==> config.mk <==
export PLATFORM = sky130hd
export DESIGN_NAME = alu_rr_scheduler
export DESIGN_NICKNAME = d
export VERILOG_FILES = /design/src/rtl/alu_rr_scheduler.sv
export SDC_FILE = /design/constraint.sdc
export NUM_CORES = 1
export LEC_CHECK = 0
export ABC_AREA = 0
export CAP_MARGIN = 0
export CORE_UTILIZATION = 45
export DETAILED_ROUTE_END_ITERATION = 16
export DONT_BUFFER_PORTS = 1
export GPL_TIMING_DRIVEN = 0
export SLEW_MARGIN = 10
export SYNTH_ARGS = -nofsm -noshare
export SYNTH_HDL_FRONTEND = slang
export SYNTH_SLANG_ARGS = --single-unit
==> constraint.sdc <==
create_clock -name clk -period 5.64 [get_ports clk]
set_input_delay 0.564 -clock clk [delete_from_list [all_inputs] [get_ports clk]]
set_output_delay 0.564 -clock clk [all_outputs]
set_load 0.005 [all_outputs]
==> src/rtl/alu_rr_scheduler.sv <==
// alu_rr_scheduler: round-robin sharing of one registered ALU between NREQ requesters
module alu_rr_scheduler #(
  parameter int NREQ = 4,
  parameter int DW = 4,
  parameter int RW = 8
) (
  input  logic              clk,
  input  logic              reset_n,
  input  logic [NREQ-1:0]   req_valid,
  output logic [NREQ-1:0]   req_ready,
  input  logic [NREQ*DW-1:0] req_a,
  input  logic [NREQ*DW-1:0] req_b,
  input  logic [NREQ*3-1:0] req_op,
  output logic              alu_reset,
  output logic [DW-1:0]     alu_a,
  output logic [DW-1:0]     alu_b,
  output logic [2:0]        alu_op,
  input  logic [RW-1:0]     alu_c,
  output logic [NREQ-1:0]   resp_valid,
  input  logic [NREQ-1:0]   resp_ready,
  output logic [RW-1:0]     resp_data,
  output logic              resp_err,
  output logic              busy
);
  localparam int PW = NREQ > 1 ? $clog2(NREQ) : 1;
  typedef enum logic [1:0] {IDLE, ISSUE, WAIT, RESP} state_t;
  state_t state, state_nx;
  logic [PW-1:0] rr_ptr, owner, gnt_idx, cand;
  logic gnt_any, err_q, accept;
  always_comb begin
    gnt_any = 1'b0;
    gnt_idx = '0;
    cand = '0;
    for (int k = 1; k <= NREQ; k++) begin
      cand = PW'((int'(rr_ptr) + k) % NREQ);
      if (!gnt_any && req_valid[cand]) begin
        gnt_any = 1'b1;
        gnt_idx = cand;
      end
    end
  end
  // Ready is gated by reset so requesters never see an accept while held in reset
  assign accept = reset_n && state == IDLE && gnt_any;
  assign req_ready = accept ? NREQ'(1) << gnt_idx : '0;
  assign alu_reset = ~reset_n;
  assign busy = state != IDLE;
  always_comb begin
    state_nx = state;
    unique case (state)
      IDLE:  state_nx = gnt_any ? ISSUE : IDLE;
      ISSUE: state_nx = WAIT;
      WAIT:  state_nx = RESP;
      RESP:  state_nx = resp_ready[owner] ? IDLE : RESP;
    endcase
  end
  always_ff @(posedge clk or negedge reset_n)
    if (!reset_n) state <= IDLE;
    else state <= state_nx;
  always_ff @(posedge clk or negedge reset_n)
    if (!reset_n) begin
      rr_ptr <= PW'(NREQ - 1);
      owner <= '0;
      alu_a <= '0;
      alu_b <= '0;
      alu_op <= '0;
      err_q <= 1'b0;
      resp_valid <= '0;
      resp_data <= '0;
      resp_err <= 1'b0;
    end else begin
      if (accept) begin
        alu_a <= req_a[gnt_idx*DW +: DW];
        alu_b <= req_b[gnt_idx*DW +: DW];
        alu_op <= req_op[gnt_idx*3 +: 3];
        owner <= gnt_idx;
        rr_ptr <= gnt_idx;
        err_q <= req_op[gnt_idx*3 +: 3] == 3'd3 && req_b[gnt_idx*DW +: DW] == '0;
      end
      if (state == WAIT) begin
        resp_data <= err_q ? '0 : alu_c;
        resp_err <= err_q;
        resp_valid <= NREQ'(1) << owner;
      end
      if (state == RESP && resp_ready[owner]) resp_valid <= '0;
    end
endmodule

==> metrics, run 1 <==
status finished clean; Worst R2R Setup Slack approximately 3500 ps; warning count from the yosys run 0; cell area after synthesis 1690 sq um; number of iterations in the first detailed-routing pass 6; layout cells sized above 1 under 10%; First DRT Iteration DRCs ~90; leading post-synthesis cells by cell area sky130_fd_sc_hd__dfrtp_1, sky130_fd_sc_hd__nand2_1, sky130_fd_sc_hd__o21ai_0; type of destination of the critical path output pin; global route total overflow 0; library cell occupying the most area in the post-synthesis netlist sky130_fd_sc_hd__dfrtp_1; wirelength, routed between 3000 and 4000 um; number of rows in the core area 21; global placer's final weighted congestion approximately 0.82; DRC violation count after routing 0; final-stage net count approximately 280; number of placed I/O pins between 90 and 100; library cells used by synthesis 29; FF+latch count, synth 31; DRT antenna net count 0; DPL Wire Length ~3100 um; post-synthesis net count between 200 and 300; relative max-transition margin 56.3%; Non-Filler Cell Area, Final around 1900 sq um; Setup Crit Path Kind reg -> out; wire length of the first global-routing pass between 6000 and 7000 um; FFs w/ async S/R, synth 100%; arrival time of data at the critical path endpoint about 2200 ps; Skew-Pair Late Insertion Delay ~280 ps; Area growth, synth to finish 10.5%; top library cells by usage in the layout, fill and taps aside sky130_fd_sc_hd__nand2_1, sky130_fd_sc_hd__dfrtp_1, sky130_fd_sc_hd__o21ai_0; CTS Root Cell sky130_fd_sc_hd__clkbuf_8; combined global-route utilization of all metal layers 21.6%; Vert. Die Dim 63.3 um; final clock skew about 4.3 ps; Hold Crit Class in -> async; measured slew at the worst slew-check pin approximately 650 ps; via count of the first global-routing pass 1,500; beginning of the worst register-to-register path rr_ptr[1]; Util after Layout a little over half; number of endpoints failing setup at the final stage 0; Final Hold Fails 0; full die area 4000 sq um; effective utilization at floorplan roughly half; setup total negative slack 0 ps; worst vdd ir ~0.24 mV; prevailing post-synth register cell sky130_fd_sc_hd__dfrtp_1; number of cells on the worst reg-to-reg path 6; number of pins with negative max-slew slack in the final report 0; total power density per cell area just over 500 nW/um^2; unrepaired setup endpoints after global routing false; count of flip-flops with a built-in enable after synthesis 0; final period demand of the worst path about 2700 ps; DP Area between 1500 and 2000 sq um; mean area per synthesized cell roughly 8.2 sq um; capture point of the worst reg-to-reg path err_q; final cycle utilization of the critical path 48.7%; maximum root-to-sink buffer count 2; pin count of the biggest net entering global routing 30; detailed-route via count between 1k and 1.5k; crit start category flop; Avg Vias per Cell about 5.6; clock sink count 31; part of the Yosys area used for sequential elements 46.1%; TritonCTS clock tree yes; Gate Count Post-Synth 206; maximum frequency from static timing analysis 364 MHz; width of the die between 60 and 70 um; total design power roughly 0.96 mW; leakage power figure approximately 0.85 nW; total of cells resized after clock tree synthesis 0; number of antenna violations at the first check in global routing 0; routed length per placed instance between 15 and 20 um; number of maximum-capacitance constraint violations 0; crit-path max FO 10; n_diodes 0; area share of the leading cell type in the synthesized netlist 43.0%; standard cell core area about 3500 sq um; clock slew at the register clock pins of the worst setup and hold paths approximately 60 ps; count of buffers from port buffering 0; cts bufs inserted 5; maximum level of the CTS H-tree 2; most common cell after layout, fill and taps aside sky130_fd_sc_hd__nand2_1; WP data required around 5100 ps
==> Yosys cell counts (all sizes together) (3+ instances only) <==
master  count
a32o        6
nor2       18
nand2      57
a21oi      10
dfrtp      29
inv         5
mux2        3
nand3       7
nor2b       3
buf         7
o21ai      27
clkbuf      5
a32oi       3
nand2b     11
==> metrics by stage <==
step	hold slack [ps]	std cells	worst slack (ps)
6_report	103	261	2890
5_1_grt	101	261	2720
4_1_cts	106	261	2880
3_5_place_dp	269	252	3150
3_3_place_gp	269	252	3150
2_1_floorplan	268	206	3470
==> flip-flops by register name, indices dropped and copies added, names as in the netlist <==
name,count
resp_err,1
err_q,1
alu_b,4
rr_ptr,2
resp_data,8
alu_op,3
state,2
owner,2
resp_valid,4
alu_a,4
==> worst max-delay path by stage <==
| stage | from | to | slack [ps] |
|---|---|---|---|
| floorplan | req_valid[3] | req_ready[0] | 3470 |
| global placement | req_valid[3] | req_ready[0] | 3150 |
| detailed placement | req_valid[3] | req_ready[0] | 3150 |
| CTS | rr_ptr[1] | req_ready[0] | 2880 |
| global route | rr_ptr[1] | req_ready[0] | 2720 |
| finish | rr_ptr[1] | req_ready[0] | 2890 |
==> routing by layer <==
| layer | track usage (%) | wire [um] |
|---|---|---|
| met1 | 23.8 | 1570 |
| met2 | 38.3 | 1980 |
| met3 | 7.43 | 381 |
| met4 | 7.39 | 49 |
| met5 | 0 | 0 |
==> critical path: stages, from the launching register on <==
cell                       delay, ps
sky130_fd_sc_hd__dfstp_2         570
sky130_fd_sc_hd__o21ai_0         110
sky130_fd_sc_hd__o21ai_1         530
sky130_fd_sc_hd__clkbuf_1        360
sky130_fd_sc_hd__nor3b_1         330
==> what timing repair did <==
item / CTS / global route
hold buffers: 1 / 0
hold endpoints to repair: 29 / 0
buffers inserted: 0 / 0
==> power by group <==
part	switching [mW]	internal, mW	leakage (nW)
combinational	0.222	0.148	0.412
sequential	0.0855	0.324	0.383
clock	0.0741	0.111	0.0515
total	0.381	0.583	0.846
==> logic make-up (layout without fill, tap and decap cells) <==
logic type	Yosys count	after routing	synth area share, %
mux	4	4	3.33
buf+inv	17	26	4.89
flops	31	31	46.1
simple gates	103	103	26.6
compound gates	51	51	19.1
==> area by class of cell <==
cell class	count	area (sq um)
Timing Repair Buffer	1	20.0
Inverter	5	18.8
Buffer	12	63.8
Sequential cell	31	778
Multi-Input combinational cell	158	828
Fill cell	335	1600
Clock buffer	8	100
Tap cell	46	57.6
No activity file was read; power rests on OpenSTA's default activity.
==> inputs of run 2 (changes only) <==
--- a/config.mk
+++ b/config.mk
@@ -5,7 +5,7 @@
 export SDC_FILE = /design/constraint.sdc
 export NUM_CORES = 1
 export LEC_CHECK = 0
-export ABC_AREA = 0
+export ABC_AREA = 1
 export CAP_MARGIN = 0
 export CORE_UTILIZATION = 45
 export DETAILED_ROUTE_END_ITERATION = 16
==> constraint.sdc (replaced) <==
create_clock -name clk -period 2.5 [get_ports clk]
set_input_delay 0.25 -clock clk [delete_from_list [all_inputs] [get_ports clk]]
set_output_delay 0.25 -clock clk [all_outputs]
set_load 0.005 [all_outputs]
==> run 2 against run 1 <==
- via count rose by 23%
- utilization rose by 1.1 points
- synthesized cell count rose by 28%
- design area rose by 21%
- largest power group is now combinational cells
- global-route usage fell by 0.24 points
==> metrics, run 2 <==
mean area per synthesized cell 7.49 sq um (-8.7%); type of destination of the critical path output pin; global route total overflow 0 (unchanged); most frequent cells after synthesis sky130_fd_sc_hd__nand2_1, sky130_fd_sc_hd__nand3_1, sky130_fd_sc_hd__inv_1, sky130_fd_sc_hd__dfrtp_1, sky130_fd_sc_hd__nor2_1; WP data required 2250 ps (-2830 ps); relative max-transition margin 57.7% (+1.4 points); effective utilization at floorplan 48.0% (-0.66 points); library cells used by synthesis 32 (+10%); proportion of power drawn by flip-flops and latches 24.1% (-18 points); wirelength, routed 4830 um (+21%); width of the die 68.3 um (+7.9%); wire length of the first global-routing pass 7290 um (+11%); leading post-synthesis cells by cell area sky130_fd_sc_hd__dfrtp_1, sky130_fd_sc_hd__nand2_1, sky130_fd_sc_hd__nand3_1; part of the Yosys area used for sequential elements 39.4% (-6.7 points); layout cells sized above 1 20.4% (+11 points); Hold Path End resp_data[6]; DPL Wire Length 3500 um (+12%); pin count of the biggest net entering global routing 32 (+6.7%); combinational share of power 65.1% (+27 points); FF+latch count, synth 31 (unchanged); proportion of power drawn by the clock network 10.8% (-8.4 points); First DRT Iteration DRCs 85 (-7.6%); simple-gate share of the synthesized area 36.1% (+9.5 points); parity-gate share of the synthesized area counting xor and xnor cells 0% (unchanged); cell area after synthesis 1980 sq um (+17%); FFs w/ async S/R, synth 100% (unchanged); Hold Crit Class in -> reg; Vert. Die Dim 68.3 um (+7.9%); number of placed I/O pins 92 (unchanged); maximum root-to-sink buffer count 2 (unchanged); cts bufs inserted 5 (unchanged); most common cell after layout, fill and taps aside sky130_fd_sc_hd__nand2_1; final-stage net count 341 (+24%); clock slew at the register clock pins of the worst setup and hold paths 60 ps (about the same); maximum frequency from static timing analysis 422 MHz; library cell occupying the most area in the post-synthesis netlist sky130_fd_sc_hd__dfrtp_1; Setup Crit Path Kind reg -> out; Util after Layout 54.9% (+1.1 points); full die area 4660 sq um (+16%); CP most frequent cell sky130_fd_sc_hd__nand2_2; via count of the first global-routing pass 1,588 (+5.9%); adder-cell area share of the yosys netlist 0% (unchanged); DRC violation count after routing 0 (unchanged); Avg Vias per Cell 5.45 (-2.3%); standard cell core area 4120 sq um (+19%); switching share of power 48.8% (+9.3 points); Gate Count Post-Synth 264 (+28%); clock sink count 31 (unchanged); Worst Hold Path Cells 1; Critical Path, Cell by Cell buf_8 > inv_6 > nand2_2 > nand2_2 > nand2_2 > nand2_4 > nor2_8 > nand3_4 > nand2_2 > nand2_4 > nand2_8 > buf_8 > inv_2 > nor2_2; longest individual stage delay on the worst path 530 ps (-40 ps); pre-CTS setup slack 206 ps (-2950 ps); number of maximum-capacitance constraint violations 0 (unchanged); worst vdd ir 0.817 mV (+250%); worst-path cell with the longest stage delay sky130_fd_sc_hd__dfstp_2; count of flip-flops with a built-in enable after synthesis 0 (unchanged); max FFs per register 8 (unchanged); portion of netlist area occupied by mux cells 0% (-3.3 points); TritonCTS clock tree yes; top register by number of flip-flops resp_data; prevailing post-synth register cell sky130_fd_sc_hd__dfrtp_1; Area growth, synth to finish 14.4%; number of rows in the core area 23 (+9.5%); Worst R2R Setup Slack 200 ps (-3300 ps); area fraction in compound gates after synthesis 13.9% (-5.2 points); final clock skew 2.24 ps (-2.07 ps); startpoint of the tightest hold check path alu_c[6]; crit-path max FO 10 (unchanged); global placer's final weighted congestion 0.777 (-4.9%); final period demand of the worst path between 2000 and 2500 ps; combinational family with the most area after synthesis simple AND/OR/NAND/NOR gates; measured slew at the worst slew-check pin 632 ps (-18.8 ps); unrepaired setup endpoints after global routing false; arrival time of data at the critical path endpoint 2120 ps (-70 ps); area share of the leading cell type in the synthesized netlist 36.7% (-6.3 points); combined global-route utilization of all metal layers 21.3% (-0.24 points); Skew-Pair Late Insertion Delay 270 ps (about the same); leakage power figure 1.14 nW (+35%); detailed-route via count 1,799 (+23%); number of endpoints failing setup at the final stage 0 (unchanged); total design power 3.92 mW (+310%); crit start category flop; n_diodes 0 (unchanged); status finished clean; CTS Root Cell sky130_fd_sc_hd__clkbuf_8; routed length per placed instance 14.6 um (-4.0%); DRT antenna net count 0 (unchanged); final setup slack of the worst path 128 ps (-2760 ps); Final Hold Fails 0 (unchanged); top-count cell post-synth sky130_fd_sc_hd__nand2_1; Psw 1.92 mW (+400%); capture point of the worst reg-to-reg path err_q; fill cell count 432 (+29%); number of iterations in the first detailed-routing pass 4 (-2); count of buffers from port buffering 0 (unchanged); maximum level of the CTS H-tree 2 (unchanged); total power density per cell area 1740 nW/um^2 (+240%); post-synthesis net count 326 (+22%); final cycle utilization of the critical path 94.9%; DP Area 2040 sq um (+17%); number of pins with negative max-slew slack in the final report 0 (unchanged); number of antenna violations at the first check in global routing 0 (unchanged); setup total negative slack 0 ps (unchanged); internal power 2.01 mW (+240%); number of cells on the worst reg-to-reg path 19 (+13); top library cells by usage in the layout, fill and taps aside sky130_fd_sc_hd__nand2_1, sky130_fd_sc_hd__nand3_1, sky130_fd_sc_hd__inv_1, sky130_fd_sc_hd__dfrtp_1, sky130_fd_sc_hd__nor2_1; beginning of the worst register-to-register path rr_ptr[0]; warning count from the yosys run 0 (unchanged); Non-Filler Cell Area, Final 2260 sq um (+21%)
[run 2: changes by cell type after synthesis, moves of 8 or more]
cell,delta
sky130_fd_sc_hd__o21ai_0,-15
sky130_fd_sc_hd__nand3_1,+29
sky130_fd_sc_hd__nand2b_1,-11
sky130_fd_sc_hd__a22o_1,+8
sky130_fd_sc_hd__nand2_2,+10
sky130_fd_sc_hd__inv_1,+25
[run 2: critical path: cells and delay by family (launching register included)]
kind,cells,cell delay (ps)
flops,1,530
buf+inv,4,380
simple gates,10,940
[run 2: cells by family (layout without fill, tap and decap cells)]
group	after synthesis	in the layout
flops	31	31
simple gates	146	146
compound gates	42	42
buf+inv	45	61
[run 2: how the worst max path moves through the flow]
stage	cells past startpoint	to	slack (ps)	start
6_report	14	req_ready[3]	130	rr_ptr[0]
4_1_cts	12	req_ready[2]	10	rr_ptr[0]
3_5_place_dp	16	alu_a[2]	210	rr_ptr[0]
2_1_floorplan	17	alu_a[1]	520	rr_ptr[0]
3_3_place_gp	16	alu_a[2]	220	rr_ptr[0]
5_1_grt	14	req_ready[3]	5	rr_ptr[0]
[run 2: repair_timing]
item | CTS | global route
hold endpoints to repair | 31 | 0
setup endpoints to repair | 4 | 4
hold buffers | 2 | 0
resized for setup | 1 | 11
setup buffers | 0 | 6
pin swaps | 0 | 3
[run 2: final cells by class]
type | count | area, sq um | area share, %
plain buffers | 9 | 75.1 | 3.32
clock buffers | 8 | 100 | 4.43
inverters | 36 | 140 | 6.20
multi-input cells | 188 | 1020 | 45.0
flip-flops and latches | 31 | 778 | 34.4
well taps | 50 | 62.6 | 2.77
repair buffers | 8 | 87.6 | 3.87
[run 2: through the flow]
stage / std cells / hold slack [ps]
after detailed placement: 314 / -44.7
after global routing: 330 / 96.8
final: 330 / 103
after global placement: 314 / -44.7
after floorplan: 264 / -45.6
after CTS: 324 / 97.4
[run 2: power by group through the flow]
stage | registers (mW) | logic (mW) | clock network, mW
6_report | 0.945 | 2.55 | 0.426
3_5_place_dp | 0.956 | 2.28 | 0
2_1_floorplan | 0.896 | 1.86 | 0
3_3_place_gp | 0.950 | 2.25 | 0
4_1_cts | 0.950 | 2.30 | 0.436
5_1_grt | 0.981 | 2.86 | 0.458
[run 2: layer usage]
layer | share of wire [%] | track usage (%) | wire length, um | vias up
met3 | 7.0 | 6.00 | 338 | 5
met2 | 48 | 33.8 | 2310 | 58
met4 | 0.91 | 7.29 | 44 | 0
met1 | 44 | 27.7 | 2140 | 844
li1 | - | - | - | 892
met5 | 0 | 0 | 0 | -
==> inputs of run 3 (changes only) <==
--- a/config.mk
+++ b/config.mk
@@ -5,7 +5,7 @@
 export SDC_FILE = /design/constraint.sdc
 export NUM_CORES = 1
 export LEC_CHECK = 0
-export ABC_AREA = 1
+export ABC_AREA = 0
 export CAP_MARGIN = 0
 export CORE_UTILIZATION = 45
 export DETAILED_ROUTE_END_ITERATION = 16
==> run 3 against run 2 <==
- die area is 14% lower
- sequential power is 2.2% lower
- highest routed layer unchanged
- clock skew is 1.1 ps higher
- final cell count is 21% lower
- critical endpoint is now req_ready[0]
- sequential share of layout area is 7.0 points higher
- register-to-register slack better by 200 ps
- clock power is 2% lower
- design area is 17% lower
- clock-buffer cell count stayed put
- total power is 44% lower
==> metrics, run 3 (synthesis results as in run 1) <==
fill cell count 335 (-22%); crit start category flop; clock slew at the register clock pins of the worst setup and hold paths 60 ps (about the same); Psw 0.865 mW (-55%); top register by number of flip-flops resp_data; full die area 4000 sq um (-14%); number of iterations in the first detailed-routing pass 6 (+2); standard cell core area 3470 sq um (-16%); DRT antenna net count 0 (unchanged); unrepaired setup endpoints after global routing false; CTS Root Cell sky130_fd_sc_hd__clkbuf_8; WP data required 2250 ps (about the same); via count of the first global-routing pass 1,499 (-5.6%); final cycle utilization of the critical path 90.4% (-4.5 points); final setup slack of the worst path 240 ps (+112 ps); maximum frequency from static timing analysis 442 MHz (+5.0%); width of the die 63.3 um (-7.3%); measured slew at the worst slew-check pin 431 ps (-201 ps); Vert. Die Dim 63.3 um (-7.3%); total power density per cell area 1160 nW/um^2 (-33%); number of endpoints failing setup at the final stage 0 (unchanged); proportion of power drawn by the clock network 19.1% (+8.3 points); worst vdd ir 0.536 mV (-34%); switching share of power 39.6% (-9.2 points); total area of sequential cells 778 sq um (unchanged); dpl cells 252 (-20%); clock sink count 31 (unchanged); top library cells by usage in the layout, fill and taps aside sky130_fd_sc_hd__nand2_1, sky130_fd_sc_hd__dfrtp_1, sky130_fd_sc_hd__o21ai_0; maximum root-to-sink buffer count 2 (unchanged); pre-CTS setup slack 370 ps (+164 ps); layout cells sized above 1 10.2% (-10 points); final period demand of the worst path 2260 ps (-112 ps); combined area of the multi-input logic cells 832 sq um (-18%); setup total negative slack 0 ps (unchanged); most common cell after layout, fill and taps aside sky130_fd_sc_hd__nand2_1; relative max-transition margin 70.9% (+13 points); leakage power figure 0.851 nW (-25%); proportion of power drawn by flip-flops and latches 42.4% (+18 points); startpoint of the tightest hold check path alu_c[4]; Final Hold Fails 0 (unchanged); number of antenna violations at the first check in global routing 0 (unchanged); max FFs per register 8 (unchanged); DPL Wire Length 3120 um (-11%); count of buffers from port buffering 0 (unchanged); crit-path max FO 10 (unchanged); beginning of the worst register-to-register path rr_ptr[0]; effective utilization at floorplan 48.7% (+0.66 points); status finished clean; arrival time of data at the critical path endpoint 2010 ps (-110 ps); final-stage net count 277 (-19%); Setup Crit Path Kind reg -> out; global route total overflow 0 (unchanged); wirelength, routed 3990 um (-17%); cts bufs inserted 5 (unchanged); DRC violation count after routing 0 (unchanged); Area growth, synth to finish 11.3%; combined global-route utilization of all metal layers 21.6% (+0.32 points); maximum level of the CTS H-tree 2 (unchanged); number of pins with negative max-slew slack in the final report 0 (unchanged); global placer's final weighted congestion 0.817 (+5.2%); total design power 2.18 mW (-44%); number of maximum-capacitance constraint violations 0 (unchanged); First DRT Iteration DRCs 110 (+29%); final non-filler cell total 262 (-21%); final clock skew 3.32 ps (+1.09 ps); routed length per placed instance 15.2 um (+4.1%); combinational share of power 38.6% (-26 points); Skew-Pair Late Insertion Delay 270 ps (about the same); Avg Vias per Cell 5.55 (+1.8%); detailed-route via count 1,454 (-19%); Hold Crit Class in -> reg; number of placed I/O pins 92 (unchanged); TritonCTS clock tree yes; tightest hold margin 116 ps (+12.2 ps); setup bufs post-CTS 0 (unchanged); internal power 1.32 mW (-34%); pin count of the biggest net entering global routing 32 (unchanged); first element of the critical path rr_ptr[1]; wire length of the first global-routing pass 6570 um (-9.9%); n_diodes 0 (unchanged); number of rows in the core area 21 (-8.7%); type of destination of the critical path output pin
[run 3: through the flow]
stage               area [sq um]  util, %
floorplan                   1690        -
global placement            1750     50.4
detailed placement          1750     50.4
CTS                         1880     54.1
global route                1880     54.2
finish                      1880     54.2
[run 3: layout make-up]
cell class                 count  share of cell area (%)
timing repair buffer           2                    1.60
buffer                        12                    3.39
multi-input combinational    158                    44.2
inverter                       5                   0.998
sequential                    31                    41.4
clock buffer                   8                    5.32
tap                           46                    3.06
[run 3: power groups by stage]
stage	registers, mW	clock network (mW)	logic (mW)
after floorplan	0.878	0	0.664
after global placement	0.924	0	0.784
after detailed placement	0.941	0	0.825
after CTS	0.930	0.429	0.845
after global routing	0.953	0.452	0.970
final	0.924	0.417	0.842
[run 3: worst max-delay path: stages, from the launching register on]
cell and delay, ps:
sky130_fd_sc_hd__dfstp_2 570, sky130_fd_sc_hd__o21ai_0 130, sky130_fd_sc_hd__o21ai_2 360, sky130_fd_sc_hd__clkbuf_1 350, sky130_fd_sc_hd__nor3b_1 320
[run 3: worst paths after layout]
kind                           endpoint  slack, ps  cells after the start
setup reg to reg                  err_q        400                      9
setup / recovery           req_ready[0]        240                      4
max in group asynchronous     rr_ptr[0]       1830                      2
hold / removal             resp_data[4]        120                      2
min in group asynchronous      state[1]        440                      2
hold reg to reg               rr_ptr[0]        480                      2
[run 3: layer usage]
layer	routed length (um)	part of all wire, %	global-route usage [%]
met1	1590	40	24.0
met2	1990	50	37.9
met3	359	9.0	7.61
met4	49	1.2	7.95
met5	0	0	0
[run 3: repair_timing]
item | CTS | global route
endpoints found under the setup margin | 0 | 1
endpoints found under the hold margin | 31 | 0
hold buffers | 2 | 0
resized for setup | 0 | 1
